## src/rtl/cosmem_pkg.sv

```systemverilog
// Shared definitions for the COSMAC bus initiator: machine-cycle phase encoding,
// bus-output bundle and the per-phase bus decode.
package cosmem_pkg;

  // P0..P7 share their numeric phase with the low three bits; IDLE sits above them.
  typedef enum logic [3:0] {
    P0   = 4'd0,
    P1   = 4'd1,
    P2   = 4'd2,
    P3   = 4'd3,
    P4   = 4'd4,
    P5   = 4'd5,
    P6   = 4'd6,
    P7   = 4'd7,
    IDLE = 4'd8
  } phase_e;

  localparam logic [2:0] TPA_PHASE   = 3'd0;
  localparam logic [2:0] TPB_PHASE   = 3'd6;
  localparam logic [2:0] WAIT_PHASE  = 3'd4;
  localparam logic [2:0] NMWR_FIRST  = 3'd5;
  localparam logic [2:0] NMWR_LAST   = 3'd6;
  localparam logic [2:0] DB_OE_FIRST = 3'd2;

  typedef struct packed {
    logic       tpa;
    logic       tpb;
    logic [7:0] ma;
    logic       nmrd;
    logic       nmwr;
    logic       db_oe;
    logic [7:0] db_do;
  } bus_t;

  localparam bus_t BUS_IDLE = '{
    tpa:   1'b0,
    tpb:   1'b0,
    ma:    8'h00,
    nmrd:  1'b1,
    nmwr:  1'b1,
    db_oe: 1'b0,
    db_do: 8'h00
  };

  function automatic phase_e phase_of(input logic [2:0] n);
    return phase_e'({1'b0, n});
  endfunction

  function automatic bus_t bus_decode(input phase_e     ph,
                                      input logic       wr,
                                      input logic [15:0] addr,
                                      input logic [7:0] wdata);
    bus_t       b;
    logic [2:0] p;
    b = BUS_IDLE;
    p = ph[2:0];
    if (ph != IDLE) begin
      b.tpa   = (p == TPA_PHASE);
      b.tpb   = (p == TPB_PHASE);
      b.ma    = (p == TPA_PHASE) ? addr[15:8] : addr[7:0];
      b.nmrd  = wr || (p == TPA_PHASE);
      b.nmwr  = !(wr && (p >= NMWR_FIRST) && (p <= NMWR_LAST));
      b.db_oe = wr && (p >= DB_OE_FIRST);
      b.db_do = b.db_oe ? wdata : 8'h00;
    end
    return b;
  endfunction

endpackage

```

## src/rtl/xclk_sync.sv

```systemverilog
// Synchronises the memory chip's XCLK, NWAIT and CLR into the clk domain and
// produces a one-clk tick on each rising edge of the synchronised XCLK.
module xclk_sync #(
  parameter int SYNC_STAGES = 2
) (
  input  logic clk,
  input  logic reset,
  input  logic xclk,
  input  logic nwait,
  input  logic clr,
  output logic tick,
  output logic nwait_s,
  output logic clr_s
);

  if (SYNC_STAGES < 2) begin : g_bad_sync_stages
    $error("xclk_sync: SYNC_STAGES must be at least 2");
  end

  logic [SYNC_STAGES-1:0] xclk_r;
  logic [SYNC_STAGES-1:0] nwait_r;
  logic [SYNC_STAGES-1:0] clr_r;
  logic                   xclk_d;

  // NWAIT and CLR come out of reset in their inactive (high) state.
  always_ff @(posedge clk or posedge reset) begin
    if (reset) begin
      xclk_r  <= '0;
      nwait_r <= '1;
      clr_r   <= '1;
      xclk_d  <= 1'b0;
    end else begin
      // NOTE: sequential state uses non-blocking assignments so every flop samples pre-edge values.
      xclk_r  <= {xclk_r[SYNC_STAGES-2:0], xclk};
      nwait_r <= {nwait_r[SYNC_STAGES-2:0], nwait};
      clr_r   <= {clr_r[SYNC_STAGES-2:0], clr};
      xclk_d  <= xclk_r[SYNC_STAGES-1];
    end
  end

  assign tick    = xclk_r[SYNC_STAGES-1] & ~xclk_d;
  assign nwait_s = nwait_r[SYNC_STAGES-1];
  assign clr_s   = clr_r[SYNC_STAGES-1];

endmodule

```

## src/rtl/cosmac_bus_master.sv

```systemverilog
// COSMAC 1802-style bus initiator: runs request/response transfers as 8-phase XCLK-paced machine cycles.
// Optional: define COSMAC_BUS_WAIT_TIMEOUT_EN to add rsp_err and a bounded wait in P4.
module cosmac_bus_master
  import cosmem_pkg::*;
#(
  parameter int SYNC_STAGES = 2,
  parameter int WAIT_MAX    = 255
) (
  input  logic        clk,
  input  logic        reset,
  input  logic        xclk,
  input  logic        nwait,
  input  logic        clr,
  input  logic        req_valid,
  output logic        req_ready,
  input  logic        req_write,
  input  logic [15:0] req_addr,
  input  logic [7:0]  req_wdata,
  output logic        rsp_valid,
  output logic [7:0]  rsp_rdata,
`ifdef COSMAC_BUS_WAIT_TIMEOUT_EN
  output logic        rsp_err,
`endif
  output logic        tpa,
  output logic        tpb,
  output logic [7:0]  ma,
  output logic        nmrd,
  output logic        nmwr,
  output logic        db_oe,
  output logic [7:0]  db_do,
  input  logic [7:0]  db_di
);

  if (WAIT_MAX < 1 || WAIT_MAX > 255) begin : g_bad_wait_max
    $error("cosmac_bus_master: WAIT_MAX must be in 1..255");
  end

  localparam phase_e WAIT_ST = phase_of(WAIT_PHASE);

  logic tick;
  logic nwait_s;
  logic clr_s;

  xclk_sync #(
    .SYNC_STAGES(SYNC_STAGES)
  ) u_sync (
    .clk     (clk),
    .reset   (reset),
    .xclk    (xclk),
    .nwait   (nwait),
    .clr     (clr),
    .tick    (tick),
    .nwait_s (nwait_s),
    .clr_s   (clr_s)
  );

  phase_e      state, state_nxt;
  logic        wr_q, wr_nxt;
  logic [15:0] addr_q, addr_nxt;
  logic [7:0]  wdata_q, wdata_nxt;
  logic [7:0]  rdata_q, rdata_nxt;
  bus_t        bus_q, bus_nxt;
  logic        accept;

`ifdef COSMAC_BUS_WAIT_TIMEOUT_EN
  localparam logic [7:0] WAIT_LAST = 8'(WAIT_MAX - 1);
  logic [7:0] wait_cnt;

  // Counts consecutive stalled P4 ticks; restarts on every entry to P4.
  always_ff @(posedge clk or posedge reset) begin
    if (reset) begin
      wait_cnt <= '0;
    end else if (state_nxt == WAIT_ST && state != WAIT_ST) begin
      wait_cnt <= '0;
    end else if (tick && clr_s && state == WAIT_ST && !nwait_s) begin
      wait_cnt <= wait_cnt + 8'd1;
    end
  end
`endif

  always_comb begin
    // NOTE: every combinational output gets a default first so no path can infer a latch.
    state_nxt = state;
    wr_nxt    = wr_q;
    addr_nxt  = addr_q;
    wdata_nxt = wdata_q;
    rdata_nxt = rdata_q;
    req_ready = 1'b0;
    rsp_valid = 1'b0;
    accept    = 1'b0;
`ifdef COSMAC_BUS_WAIT_TIMEOUT_EN
    rsp_err   = 1'b0;
`endif

    if (!clr_s) begin
      // CLEAR drops any cycle in flight and blocks new requests.
      state_nxt = IDLE;
    end else if (tick) begin
      case (state)
        IDLE: accept = req_valid;
        WAIT_ST: begin
          if (nwait_s) begin
            state_nxt = P5;
          end
`ifdef COSMAC_BUS_WAIT_TIMEOUT_EN
          else if (wait_cnt == WAIT_LAST) begin
            state_nxt = IDLE;
            rsp_valid = 1'b1;
            rsp_err   = 1'b1;
          end
`endif
        end
        P6: begin
          state_nxt = P7;
          if (!wr_q) rdata_nxt = db_di;
        end
        P7: begin
          state_nxt = IDLE;
          rsp_valid = 1'b1;
          accept    = req_valid;
        end
        default: state_nxt = phase_e'(state + 4'd1);
      endcase

      // Read data is cleared on acceptance so writes and aborts report zero.
      if (accept) begin
        req_ready = 1'b1;
        state_nxt = P0;
        wr_nxt    = req_write;
        addr_nxt  = req_addr;
        wdata_nxt = req_wdata;
        rdata_nxt = 8'h00;
      end
    end

    bus_nxt = bus_decode(state_nxt, wr_nxt, addr_nxt, wdata_nxt);
  end

  always_ff @(posedge clk or posedge reset) begin
    if (reset) begin
      state   <= IDLE;
      wr_q    <= 1'b0;
      addr_q  <= '0;
      wdata_q <= '0;
      rdata_q <= '0;
      bus_q   <= BUS_IDLE;
    end else begin
      state   <= state_nxt;
      wr_q    <= wr_nxt;
      addr_q  <= addr_nxt;
      wdata_q <= wdata_nxt;
      rdata_q <= rdata_nxt;
      bus_q   <= bus_nxt;
    end
  end

  assign rsp_rdata = rdata_q;
  assign tpa       = bus_q.tpa;
  assign tpb       = bus_q.tpb;
  assign ma        = bus_q.ma;
  assign nmrd      = bus_q.nmrd;
  assign nmwr      = bus_q.nmwr;
  assign db_oe     = bus_q.db_oe;
  assign db_do     = bus_q.db_do;

endmodule

```

## config.mk

```make
export PLATFORM = sky130hd
export DESIGN_NAME = cosmac_bus_master
export DESIGN_NICKNAME = d
export VERILOG_FILES = /design/src/rtl/cosmem_pkg.sv /design/src/rtl/xclk_sync.sv /design/src/rtl/cosmac_bus_master.sv
export SDC_FILE = /design/constraint.sdc
export NUM_CORES = 1
export LEC_CHECK = 0
export CAP_MARGIN = 40
export CORE_MARGIN = 2
export CORE_UTILIZATION = 52
export DETAILED_ROUTE_END_ITERATION = 12
export PLACE_DENSITY = 0.84
export SLEW_MARGIN = 20
export SYNTH_ARGS = -nofsm -noshare
export SYNTH_HDL_FRONTEND = slang
export SYNTH_HIERARCHICAL = 1
export SYNTH_SLANG_ARGS = --single-unit
```

## constraint.sdc

```tcl
create_clock -name clk -period 6 [get_ports clk]
set_input_delay 0.9 -clock clk [delete_from_list [all_inputs] [get_ports clk]]
set_output_delay 0.9 -clock clk [all_outputs]
set_load 0.01 [all_outputs]
```

==> flow_summary.json <==
{
  "tightest_slew_ns": 0.787,
  "setup_viol": 0,
  "antenna_left": 0,
  "via_per_inst": 5.05,
  "min_path_cells": 0,
  "min_to": "u_sync/xclk_r[1]",
  "hold_viol": 0,
  "setup_tns_ns": 0,
  "grt_start_max_net_pins": 59,
  "yosys_warnings": 6,
  "coreArea_um2": 5110,
  "r2r-start": "state[0]",
  "portBuffers": 69,
  "rows": 26,
  "path_max_fanout": 26,
  "dieArea_um2": 5860,
  "ctsResizeCount": 0,
  "grt_pass1_vias": 1851,
  "drt_first_pass_iters": 4,
  "total_power_mw": 1.06,
  "cts_tree": "yes",
  "layout-drive-gt1-share_pct": 23.6,
  "overflow": 0,
  "n_antenna_cell": 0,
  "drt_wl_total_mm": 5.35,
  "finalCriticalPeriod_ns": 3.77,
  "power_frac_comb_pct": 17.0,
  "pwr-share-clk_pct": 33.6,
  "fmax_mhz": 266,
  "drcViolationCount": 0,
  "timing.rr.end": "db_do[2]",
  "gr-usage-all-layers_pct": 19.1,
  "clk_latency_ns": 0.34,
  "crit_type": "primary input to primary output",
  "ios": 70,
  "finalClockSkew_ns": 0.00841,
  "pwr-share-seq_pct": 49.4,
  "rsz0062_at_grt": "no",
  "fp.dieW_um": 76.5,
  "via_count": 1827,
  "seqCellArea_um2": 1640,
  "drv_slew": 0,
  "start_util_pct": 53.6,
  "power.internal_mw": 0.813,
  "cts.clk_slew.worst_paths_ns": 0.06,
  "cts_hold_buffers": 0,
  "die_h_um": 76.5,
  "nFillCells": 366,
  "period_share_pct": 62.8,
  "vdd_drop_max_uv": 197,
  "crit_arrival_ns": 2.87,
  "reg2reg_slack_ns": 3.19,
  "synth_seq_cells": 65,
  "wl_per_cell_um": 14.8,
  "leakagePower_nw": 1.67,
  "critPathCaptureType": "primary output",
  "required_ns": 5.10,
  "min-delay-start": "u_sync/xclk_r[0]",
  "synthDistinctLibCells": 44,
  "yosysSeqAreaShare_pct": 59.8,
  "multi_input_comb_area_um2": 993,
  "status": "finished, final reports clean",
  "clockBufferDepth": 2,
  "drtIter0Drc": 58,
  "grt_antenna_before_repair": 0,
  "hold_class": "register to register",
  "swShare_pct": 23.4,
  "layout.cells.most_common": "clkdlybuf4s50_1",
  "final_cell_mix": "69 x clkdlybuf4s50_1, 58 x dfrtp_1, 32 x mux2_2",
  "switchingPower_mw": 0.249,
  "cts-buffers-inserted": 9,
  "htreeDepth": 3,
  "syn_area_um2": 2740,
  "relSlewSlack_pct": 47.4,
  "cts_setup_buffers": 0,
  "nNetsFinal": 329,
  "reg2regPathDepth": 7,
  "post-dp-hpwl_mm": 3.50,
  "grt_pass1_wl_mm": 8.70,
  "synthesis.nets": 254,
  "syn_to_final_growth_pct": 33.6,
  "clock_sinks": 65,
  "startpoint_type": "primary input",
  "syn_area_per_cell_um2": 12.9,
  "place_congestion": 0.845,
  "cap_violations": 0,
  "cts-root-buf": "clkbuf_8",
  "netlist_instances": 212,
  "p_per_area_nw_per_um2": 290
}
==> layer usage <==
metal / wire length, µm / track usage [%]
met1: 2380 / 24.5
met2: 2570 / 30.0
met3: 283 / 5.09
met4: 110 / 9.82
met5: 0 / 0
==> power by group through the flow <==
stage	Sequential, mW	Combinational, mW	Clock [mW]
4_1_cts	0.525	0.181	0.363
6_report	0.525	0.181	0.356
3_5_place_dp	0.533	0.180	0
2_1_floorplan	0.535	0.0966	0
3_3_place_gp	0.530	0.174	0
5_1_grt	0.531	0.198	0.384
==> cells in the mapped netlist, drive strengths merged <==
library cell / instances / area share [%]
nor2b: 9 / 2.3
o21ai: 9 / 1.6
a31oi: 2 / 0.69
nand4b: 1 / 0.32
o31ai: 1 / 0.27
nand3: 3 / 0.55
a21o: 1 / 0.27
nor3: 6 / 1.1
o21bai: 2 / 0.96
mux2: 33 / 14
xor2: 1 / 0.32
mux2i: 2 / 0.73
ha: 3 / 1.4
dfrtp: 58 / 53
o22ai: 1 / 0.23
o211ai: 1 / 0.27
a211oi: 1 / 0.73
a31o: 1 / 0.32
nor2: 4 / 0.64
inv: 12 / 1.6
and3: 9 / 2.1
o221a: 1 / 0.41
o32ai: 1 / 0.32
a21oi: 1 / 0.18
and2: 2 / 0.46
nand2: 23 / 3.2
or2: 2 / 0.46
buf: 7 / 2.3
and4b: 2 / 0.78
nand2b: 2 / 0.73
nand3b: 1 / 0.27
dfstp: 7 / 6.7
o32a: 1 / 0.41
or3: 1 / 0.23
o21ba: 1 / 0.37
==> sequential cells by signal (all words and copies together), names as in the netlist, 2 cells and up <==
register	count
addr_q	16
db_do	8
ma	8
rsp_rdata	8
wdata_q	8
state	4
u_sync/clr_r	2
u_sync/nwait_r	2
u_sync/xclk_r	2
==> critical path, stage by stage <==
cell	delay [ns]
clkdlybuf4s50_1	0.43
and4b_2	0.28
o21bai_4	0.65
inv_1	0.09
clkdlybuf4s50_1	0.50
==> cell type report <==
type / instances / area share, %
flip-flops and latches: 65 / 44.7
multi-input cells: 128 / 27.2
repair buffers: 71 / 19.3
clock buffers: 13 / 4.07
well taps: 70 / 2.40
inverters: 12 / 1.23
clock inverters: 3 / 1.10
==> metrics by stage <==
stage | instances | util [%] | setup WS, ns | hold slack, ns | area, µm²
2_1_floorplan | 212 | - | 3.31 | 0.331 | 2740
3_3_place_gp | 345 | 67.7 | 2.25 | 0.333 | 3460
3_5_place_dp | 345 | 67.7 | 2.19 | 0.340 | 3460
4_1_cts | 361 | 71.4 | 2.19 | 0.353 | 3650
5_1_grt | 362 | 71.6 | 2.11 | 0.360 | 3660
6_report | 362 | 71.6 | 2.23 | 0.354 | 3660
==> worst max path at each step <==
stage / startpoint / end / slack [ns]
floorplan: req_valid / req_ready / 3.31
global placement: req_valid / req_ready / 2.25
detailed placement: req_valid / req_ready / 2.19
CTS: req_valid / req_ready / 2.19
global route: req_valid / req_ready / 2.11
finish: req_valid / req_ready / 2.23
==> kinds of logic (layout without fill, tap and decap cells) <==
logic type,count (synthesis),after routing,synth area share [%]
muxes,35,35,14.4
AOI/OAI and AO/OA,24,24,7.09
buffers and inverters,19,99,3.93
xor gates and xnor gates,1,1,0.320
DFF,65,65,59.8
adders and majority gates,3,3,1.37
and+or+nand+nor,65,65,13.1
Power figures use the tool's default switching activity.
